**config.mk**
```make
export PLATFORM = sky130hd
export DESIGN_NAME = rob
export DESIGN_NICKNAME = d
export VERILOG_FILES = /design/src/rtl/rob_pkg.sv /design/src/rtl/rob_lookup.sv /design/src/rtl/rob.sv
export SDC_FILE = /design/constraint.sdc
export NUM_CORES = 2
export LEC_CHECK = 0
export ABC_AREA = 1
export CAP_MARGIN = 20
export CORE_MARGIN = 4
export CORE_UTILIZATION = 45
export DETAILED_ROUTE_END_ITERATION = 10
export GPL_ROUTABILITY_DRIVEN = 0
export SLEW_MARGIN = 15
export SYNTH_ARGS = -nofsm -noshare
export SYNTH_HDL_FRONTEND = slang
export SYNTH_SLANG_ARGS = --single-unit
```
**constraint.sdc**
```tcl
create_clock -name clk -period 4.6 [get_ports clk]
set_input_delay 0.69 -clock clk [delete_from_list [all_inputs] [get_ports clk]]
set_output_delay 0.69 -clock clk [all_outputs]
set_load 0.1 [all_outputs]
```
**src/rtl/rob_pkg.sv**
```systemverilog
// Shared types and tag helpers for the reorder buffer.
// Tags are entry index + 1; tag 0 means no lock.
package rob_pkg;

  localparam int TAG_W = 8;
  localparam logic [TAG_W-1:0] NO_TAG = '0;

  typedef struct packed {
    logic        valid;
    logic        ready;
    logic        we;
    logic [4:0]  rd;
    logic        is_br;
    logic [31:0] data;
    logic        mispredict;
    logic [31:0] target;
  } rob_entry_t;

  function automatic logic [TAG_W-1:0] tag_to_idx(
    input logic [TAG_W-1:0] tag
  );
    return tag - 1'b1;
  endfunction

  function automatic logic [TAG_W-1:0] idx_to_tag(
    input logic [TAG_W-1:0] idx
  );
    return idx + 1'b1;
  endfunction

endpackage

```
**src/rtl/rob_lookup.sv**
```systemverilog
// One combinational operand-lookup port with CDB bypass.
// Out-of-range or zero tags read as not ready, data 0.
module rob_lookup #(
  parameter int DEPTH = 8,
  parameter int TAG_W = rob_pkg::TAG_W
) (
  input  rob_pkg::rob_entry_t entries [DEPTH],
  input  logic [TAG_W-1:0]    q_tag,
  input  logic                cdb_valid,
  input  logic [TAG_W-1:0]    cdb_tag,
  input  logic [31:0]         cdb_data,
  output logic                q_ready,
  output logic [31:0]         q_data
);
  import rob_pkg::*;

  localparam int IW = $clog2(DEPTH);
  localparam logic [TAG_W-1:0] DEPTH_T = TAG_W'(DEPTH);

  logic [IW-1:0] idx;
  logic          in_range;
  rob_entry_t    e;

  assign in_range = (q_tag != NO_TAG) && (q_tag <= DEPTH_T);
  assign idx = IW'(tag_to_idx(q_tag));
  assign e = entries[idx];

  always_comb begin
    q_ready = 1'b0;
    q_data  = '0;
    unique case (1'b1)
      !in_range: ;
      (cdb_valid && cdb_tag == q_tag): begin
        q_ready = 1'b1;
        q_data  = cdb_data;
      end
      default: begin
        q_ready = e.valid && e.ready;
        q_data  = e.data;
      end
    endcase
  end

endmodule

```
**src/rtl/rob.sv**
```systemverilog
// In-order reorder buffer: allocate, CDB writeback, commit
// to the register file, and flush on a mispredicted branch.
module rob #(
  parameter int DEPTH = 8,
  parameter int TAG_W = rob_pkg::TAG_W
) (
  input  logic             clk,
  input  logic             rst,
  input  logic             alloc_valid,
  input  logic             alloc_we,
  input  logic [4:0]       alloc_rd,
  input  logic             alloc_is_br,
  output logic [TAG_W-1:0] alloc_tag,
  output logic             full,
  input  logic             cdb_valid,
  input  logic [TAG_W-1:0] cdb_tag,
  input  logic [31:0]      cdb_data,
  input  logic             cdb_mispredict,
  input  logic [31:0]      cdb_target,
  input  logic [TAG_W-1:0] q1_tag,
  input  logic [TAG_W-1:0] q2_tag,
  output logic             q1_ready,
  output logic             q2_ready,
  output logic [31:0]      q1_data,
  output logic [31:0]      q2_data,
  output logic             ROB_we,
  output logic [4:0]       reg_addr,
  output logic [31:0]      reg_data,
  output logic [TAG_W-1:0] reg_tag,
  output logic             br,
  output logic [31:0]      br_target
);
  import rob_pkg::*;

  localparam int IW = $clog2(DEPTH);
  localparam int CW = $clog2(DEPTH + 1);
  localparam logic [TAG_W-1:0] DEPTH_T = TAG_W'(DEPTH);
  localparam logic [IW-1:0] LAST = IW'(DEPTH - 1);
  localparam logic [CW-1:0] FULL_C = CW'(DEPTH);

  rob_entry_t    ent [DEPTH];
  rob_entry_t    head_e;
  logic [IW-1:0] head;
  logic [IW-1:0] tail;
  logic [IW-1:0] cdb_idx;
  logic [CW-1:0] count;
  logic          do_alloc;
  logic          do_wb;
  logic          do_commit;
  logic          flush;

  function automatic logic [IW-1:0] step(
    input logic [IW-1:0] p
  );
    return (p == LAST) ? '0 : p + 1'b1;
  endfunction

  assign head_e    = ent[head];
  assign cdb_idx   = IW'(tag_to_idx(cdb_tag));
  assign full      = (count == FULL_C);
  assign alloc_tag = idx_to_tag(TAG_W'(tail));

  assign do_commit = head_e.valid && head_e.ready;
  assign flush     = do_commit && head_e.is_br
                   && head_e.mispredict;
  assign do_alloc  = alloc_valid && !full && !flush;
  assign do_wb     = cdb_valid && (cdb_tag != NO_TAG)
                   && (cdb_tag <= DEPTH_T)
                   && ent[cdb_idx].valid;

  // Commit clear is written last so it wins over a same-edge writeback.
  always_ff @(posedge clk) begin
    if (rst || flush) begin
      for (int i = 0; i < DEPTH; i++) ent[i] <= '0;
      head  <= '0;
      tail  <= '0;
      count <= '0;
    end else begin
      if (do_wb) begin
        ent[cdb_idx].ready      <= 1'b1;
        ent[cdb_idx].data       <= cdb_data;
        ent[cdb_idx].mispredict <= cdb_mispredict;
        ent[cdb_idx].target     <= cdb_target;
      end
      if (do_alloc) begin
        ent[tail] <= '{
          valid:      1'b1,
          ready:      1'b0,
          we:         alloc_we,
          rd:         alloc_rd,
          is_br:      alloc_is_br,
          data:       '0,
          mispredict: 1'b0,
          target:     '0
        };
        tail <= step(tail);
      end
      if (do_commit) begin
        ent[head].valid <= 1'b0;
        ent[head].ready <= 1'b0;
        head <= step(head);
      end
      unique case (1'b1)
        (do_alloc && !do_commit): count <= count + 1'b1;
        (do_commit && !do_alloc): count <= count - 1'b1;
        default: ;
      endcase
    end
  end

  always_ff @(posedge clk) begin
    if (rst) begin
      ROB_we    <= 1'b0;
      br        <= 1'b0;
      reg_addr  <= '0;
      reg_data  <= '0;
      reg_tag   <= '0;
      br_target <= '0;
    end else begin
      ROB_we <= do_commit && head_e.we;
      br     <= flush;
      if (do_commit) begin
        reg_addr <= head_e.rd;
        reg_data <= head_e.data;
        reg_tag  <= idx_to_tag(TAG_W'(head));
      end
      if (flush) br_target <= head_e.target;
    end
  end

  rob_lookup #(.DEPTH(DEPTH), .TAG_W(TAG_W)) u_q1 (
    .entries   (ent),
    .q_tag     (q1_tag),
    .cdb_valid (cdb_valid),
    .cdb_tag   (cdb_tag),
    .cdb_data  (cdb_data),
    .q_ready   (q1_ready),
    .q_data    (q1_data)
  );

  rob_lookup #(.DEPTH(DEPTH), .TAG_W(TAG_W)) u_q2 (
    .entries   (ent),
    .q_tag     (q2_tag),
    .cdb_valid (cdb_valid),
    .cdb_tag   (cdb_tag),
    .cdb_data  (cdb_data),
    .q_ready   (q2_ready),
    .q_data    (q2_data)
  );

endmodule
```
-- After elaboration in Yosys (flattened, before gate mapping)
Cells that the tools add are included.
- order comparisons: 11
- multiplexer cells: 45
- eq/ne operators: 5
- reduce and logical (&&, ||, !) cells: 31
- bitwise logic cells: 5
- add/subtract/negate cells: 9
- operators with widths (kind ; number):
    $bwmux 592 ; 7
    $mux 592 ; 5
    $demux 74 s3 ; 7
    $bmux 74 s3 ; 4
    $mux 74 ; 10
    $mux 73 ; 2
    $pmux 32 s2 ; 2
    $mux 65 ; 1
    $mux 33 ; 1
    $mux 32 ; 1
    $le 8x4->1 const B ; 3
    $reduce_bool 8->1 ; 3
    $ge 4x4->1 const B ; 5
    $logic_and 1x1->1 ; 20
    $not 3->4 ; 5
    $eq 8x8->1 ; 2
    $lt 4x1->1 const B ; 3
    $sub 3x1->3 const B ; 3
    $add 3x1->4 const B ; 2
    $pmux 4 s2 ; 1
    $add 3x1->3 const B ; 2
    $eq 3x3->1 const B ; 2
    $logic_not 1->1 ; 6
    $mux 3 ; 2
    other kinds (6) ; 7
- output and inout port bits: 154
- flip-flop bits (word level): 681
- logic and storage cells: 179

-- Depth between registers and ports, before layout
- depth after elaboration: 18
- mapped depth: 20
- depth with buffers taken out: 17

-- Hierarchy
From an unflattened synthesis, not the netlist that was laid out.
- cell total of the unflattened synthesis: 6850
- area, all modules: 40422.5 um2
- modules (own cells, without submodules) (module ; sequential area each (um2) ; area each (um2) ; instances ; cells an instance):
    rob ; 13553.0 ; 32107.0 ; 1 ; 4824
    rob_lookup ; 0.0 ; 4157.7 ; 2 ; 1013

-- Worst setup path after synthesis
OpenSTA, ideal clock, no wires.
- path kind: input -> output
- start: input port q1_tag[0]
- end: output port q1_data[0]
- slack: -130 ps
- data arrival time: 4040 ps
- stages: 14
- cell sequence: inv_1 clkbuf_1 clkbuf_1 clkbuf_1 ha_1 inv_1 clkbuf_1 clkbuf_1 a21oi_1 o21ai_0 a21oi_1 or2_2 nand3_1 o21ai_0
- longest elaborated chain between the ends: 6
- elaborated cells between the ends (all ways): 12
- classes of those cells: add/sub (1); order compare (1); eq/ne (1); mux (4); bitwise (1); reduce/logical (4)
- ends and longest elaborated chain (what ; line ; RTL):
    start: declaration ; rob.sv:20 ; input logic [TAG_W-1:0] q1_tag,
    $sub 3x1->3 ; rob_pkg.sv:22 ; return tag - 1'b1;
    $not 3->4 (implied by the code) ; rob_lookup.sv:26 ; assign e = entries[idx];
    $bmux 74 s3 ; rob_lookup.sv:26 ;
    $mux 74 (implied by the code) (2 in series) ; rob_lookup.sv:26 ;
    $pmux 32 s2 (*) ; rob_lookup.sv:31 ; unique case (1'b1)
    end: declaration ; rob.sv:24 ; output logic [31:0] q1_data,
Every way passes the cells marked *; elsewhere a longest branch is shown, timed or not. The select of a mux whose other input is x is not followed.

-- Worst setup path after layout
- start: input port cdb_tag[0]
- end: output port q1_data[29]
- longest elaborated chain between the ends: 3
- ends and longest elaborated chain (what ; line ; RTL):
    start: declaration ; rob.sv:16 ; input logic [TAG_W-1:0] cdb_tag,
    $eq 8x8->1 ; rob_lookup.sv:33 ; (cdb_valid && cdb_tag == q_tag): begin
    $logic_and 1x1->1 ; rob_lookup.sv:33 ;
    $pmux 32 s2 ; rob_lookup.sv:31 ;
No other way between the ends.

==> flow_summary.yaml <==
critical_path:
  cp-start-kind: "input port"
  path_common_cell: "nor2_1"
  cp_slowest_cell: "o21ai_0"
  crit_fanout: 16
  critical-path-max-stage-delay_ns: 0.72
  worstSetupPathType: "input port to primary output"
  crit_chain: "clkdlybuf4s50_1, inv_2, nor2_1, nor2_1, nand4_1, nor2_1, nand2_1, buf_4, o21ai_0, buf_12"
  cp.required_ns: 3.91
  arrival_ns: 3.47
  end_kind: "primary output"
die:
  die-area_um2: 90700
  ios: 254
  dieHeight_um: 301
  die_x_um: 301
  core_area_um2: 85300
  start_util_pct: 45.4
  num_rows: 107
layout:
  finalNetCount: 6232
  drive_above_1_share_pct: 6.75
  post-route-util_pct: 52.9
  final_cells: 7322
  n_fill_cell: 8639
  syn2layout_area_growth_pct: 16.6
detailed_routing:
  avgRoutedWirePerCell_um: 20.7
  antenna_left: 0
  first_iter_violations: 4217
  viasPerCell: 5.61
  drc: 0
  first_pass_iters: 8
  via_count: 41100
  routed_wl_um: 151000
logic_synthesis:
  synth_area_leader_cell: "dfxtp_1"
  yosys-top-cells-count: "1083 x o21ai_0, 1034 x nor2_1, 881 x nand2_1, 788 x a21oi_1, 685 x inv_1"
  synth_cell_types: 43
  ys_ff_latch: 677
  syn_area_per_cell_um2: 6.28
  synth_cells: 6166
  synth_top_area_share_pct: 35.0
  synth_area_um2: 38700
  ys.flop_type: "dfxtp_1"
  synth_edf_count: 0
  synth_area_leaders: "dfxtp_1 35%, o21ai_0 14%, a21oi_1 10%"
  yosysMostFrequentCell: "o21ai_0"
  async_flop_share_pct: 0
  yosysSeqAreaShare_pct: 35.0
  yosys_warnings: 0
global_routing:
  track_usage_pct: 32.2
  grt_use_met2_pct: 52.7
  grt_util_met3_pct: 5.32
  grt_pass1_vias: 36900
  grt_pass1_wl_um: 227000
  grt_max_degree: 157
  overflow: 0
  use_met1_pct: 41.7
  grt_most_used_layer: "met2"
  antenna_found_initial: 5
clocking:
  clock-sinks: 677
  cts_root_buf: "clkbuf_16"
  post_cts_buffers: 0
  cts_tree: "done"
  cts.clk_slew.worst_paths_ns: 0.06
  clk_latency_ns: 0.66
  clock_path_buffers: 3
  hold_buffers: 0
  cts_resized: 0
  cts.htree.levels: 3
  cts_made_buffers: 79
sta:
  min_period_ns: 4.16
  tns_ns: 0
  max_slew_margin_pct: 25.0
  setup_viol: 0
  rsz0062_at_grt: "no"
  finalCritPeriodShare_pct: 90.4
  skew_ns: 0.0291
  hold_viol_final: 0
  worst_pin_slew_ns: 1.12
  fmax_mhz: 240
  maxSlewViolCount: 0
placement:
  portBuffers: 245
  placed_cells: 7182
  hpwl_um: 92100
power_and_ir_drop:
  p_leak_nw: 17.9
  p_per_area_nw_per_um2: 313
  ir_drop_mv: 0.259
hold_path:
  holdCritPathClass: "register to register"
job:
  drv_cap: 0
status:
  status: "finished, final reports clean"
sequential cells by signal, summed over array words and instances, names as in the netlist, named ones only:
register / flops
ROB_we: 1
br: 1
head: 3
br_target: 32
reg_tag: 4
tail: 3
count: 4
reg_addr: 5
reg_data: 32
ent: 536
where the power goes:
part | switching, mW | leakage [nW] | internal, mW | total [mW]
clock | 2.66 | 1.31 | 3.87 | 6.53
combinational | 1.19 | 11.2 | 0.490 | 1.68
sequential | 0.0180 | 5.46 | 5.90 | 5.91
worst max-delay path: cells and delay by family:
family | cells | cell delay (ns)
AND/OR/NAND/NOR | 5 | 0.53
AO/OA/AOI/OAI | 1 | 0.72
buffers and inverters | 4 | 1.48
cell type report:
cell class | count | area [um^2] | area share, %
multi-input cells | 4311 | 20400 | 45.3
flip-flops and latches | 677 | 13600 | 30.0
repair buffers | 355 | 4410 | 9.77
inverters | 695 | 2620 | 5.80
clock buffers | 117 | 2340 | 5.19
well taps | 1144 | 1430 | 3.17
clock inverters | 21 | 320 | 0.710
diodes | 2 | 5.00 | 0.0111
metrics by stage:
| step | power [mW] | area, um^2 | hold WS, ns | worst slack (ns) |
|---|---|---|---|---|
| 5_1_grt | 14.6 | 45100 | 0.462 | 0.446 |
| 3_3_place_gp | 7.67 | 42500 | 0.438 | 0.574 |
| 3_5_place_dp | 7.68 | 42500 | 0.439 | 0.540 |
| 4_1_cts | 14.2 | 45100 | 0.453 | 0.567 |
| 2_1_floorplan | 7.05 | 38700 | 0.454 | 0.00357 |
| 6_report | 14.1 | 45100 | 0.448 | 0.440 |
path summary, 6_finish.rpt:
kind	start	end	slack, ns	cells past startpoint
worst max-delay path	cdb_tag[0]	q1_data[29]	0.44	10
worst min-delay path	br_target[2]	br_target[2]	0.45	2
worst max register to register	head[1]	ent[53]	0.87	11
worst min register to register	br_target[2]	br_target[2]	0.45	2
cells by family (layout without fill, tap and decap cells):
logic type,Yosys count,after routing,synth area share [%]
buf+inv,1185,1188,12.7
compound gates,2086,2086,28.4
mux,33,33,0.960
simple gates,2158,2158,22.1
other cells,1,10,0.00969
flops,677,677,35.0
fa+ha+maj,13,13,0.420
xor+xnor,13,13,0.314
per-layer routing:
| metal | vias to the layer above | wire [um] |
|---|---|---|
| met4 | 2 | 7820 |
| met3 | 417 | 13600 |
| li1 | 20100 | - |
| met2 | 1891 | 68300 |
| met1 | 18700 | 61600 |
| met5 | - | 13 |
placed cells by master, fill, tap and decap left out, types with 8 or more instances in the layout:
cell,netlist,layout
o2111ai_1,8,8
ha_1,13,11
nand2_4,0,13
o211ai_1,96,96
buf_4,22,74
clkbuf_1,316,19
buf_12,0,104
nand3_4,7,8
clkbuf_8,0,16
inv_2,8,13
inv_1,685,678
clkbuf_16,0,82
nand2_1,881,869
nor2_1,1034,1030
o22ai_1,47,47
or2_2,32,32
mux2_2,33,33
o311ai_0,56,56
nor3_1,51,51
o21ai_0,1083,1026
clkdlybuf4s50_1,0,177
clkinv_2,0,12
nand3_1,130,130
o21ai_1,2,59
dfxtp_1,677,676
conb_1,1,8
a21oi_1,788,788
(Power assumes the default switching activity.)
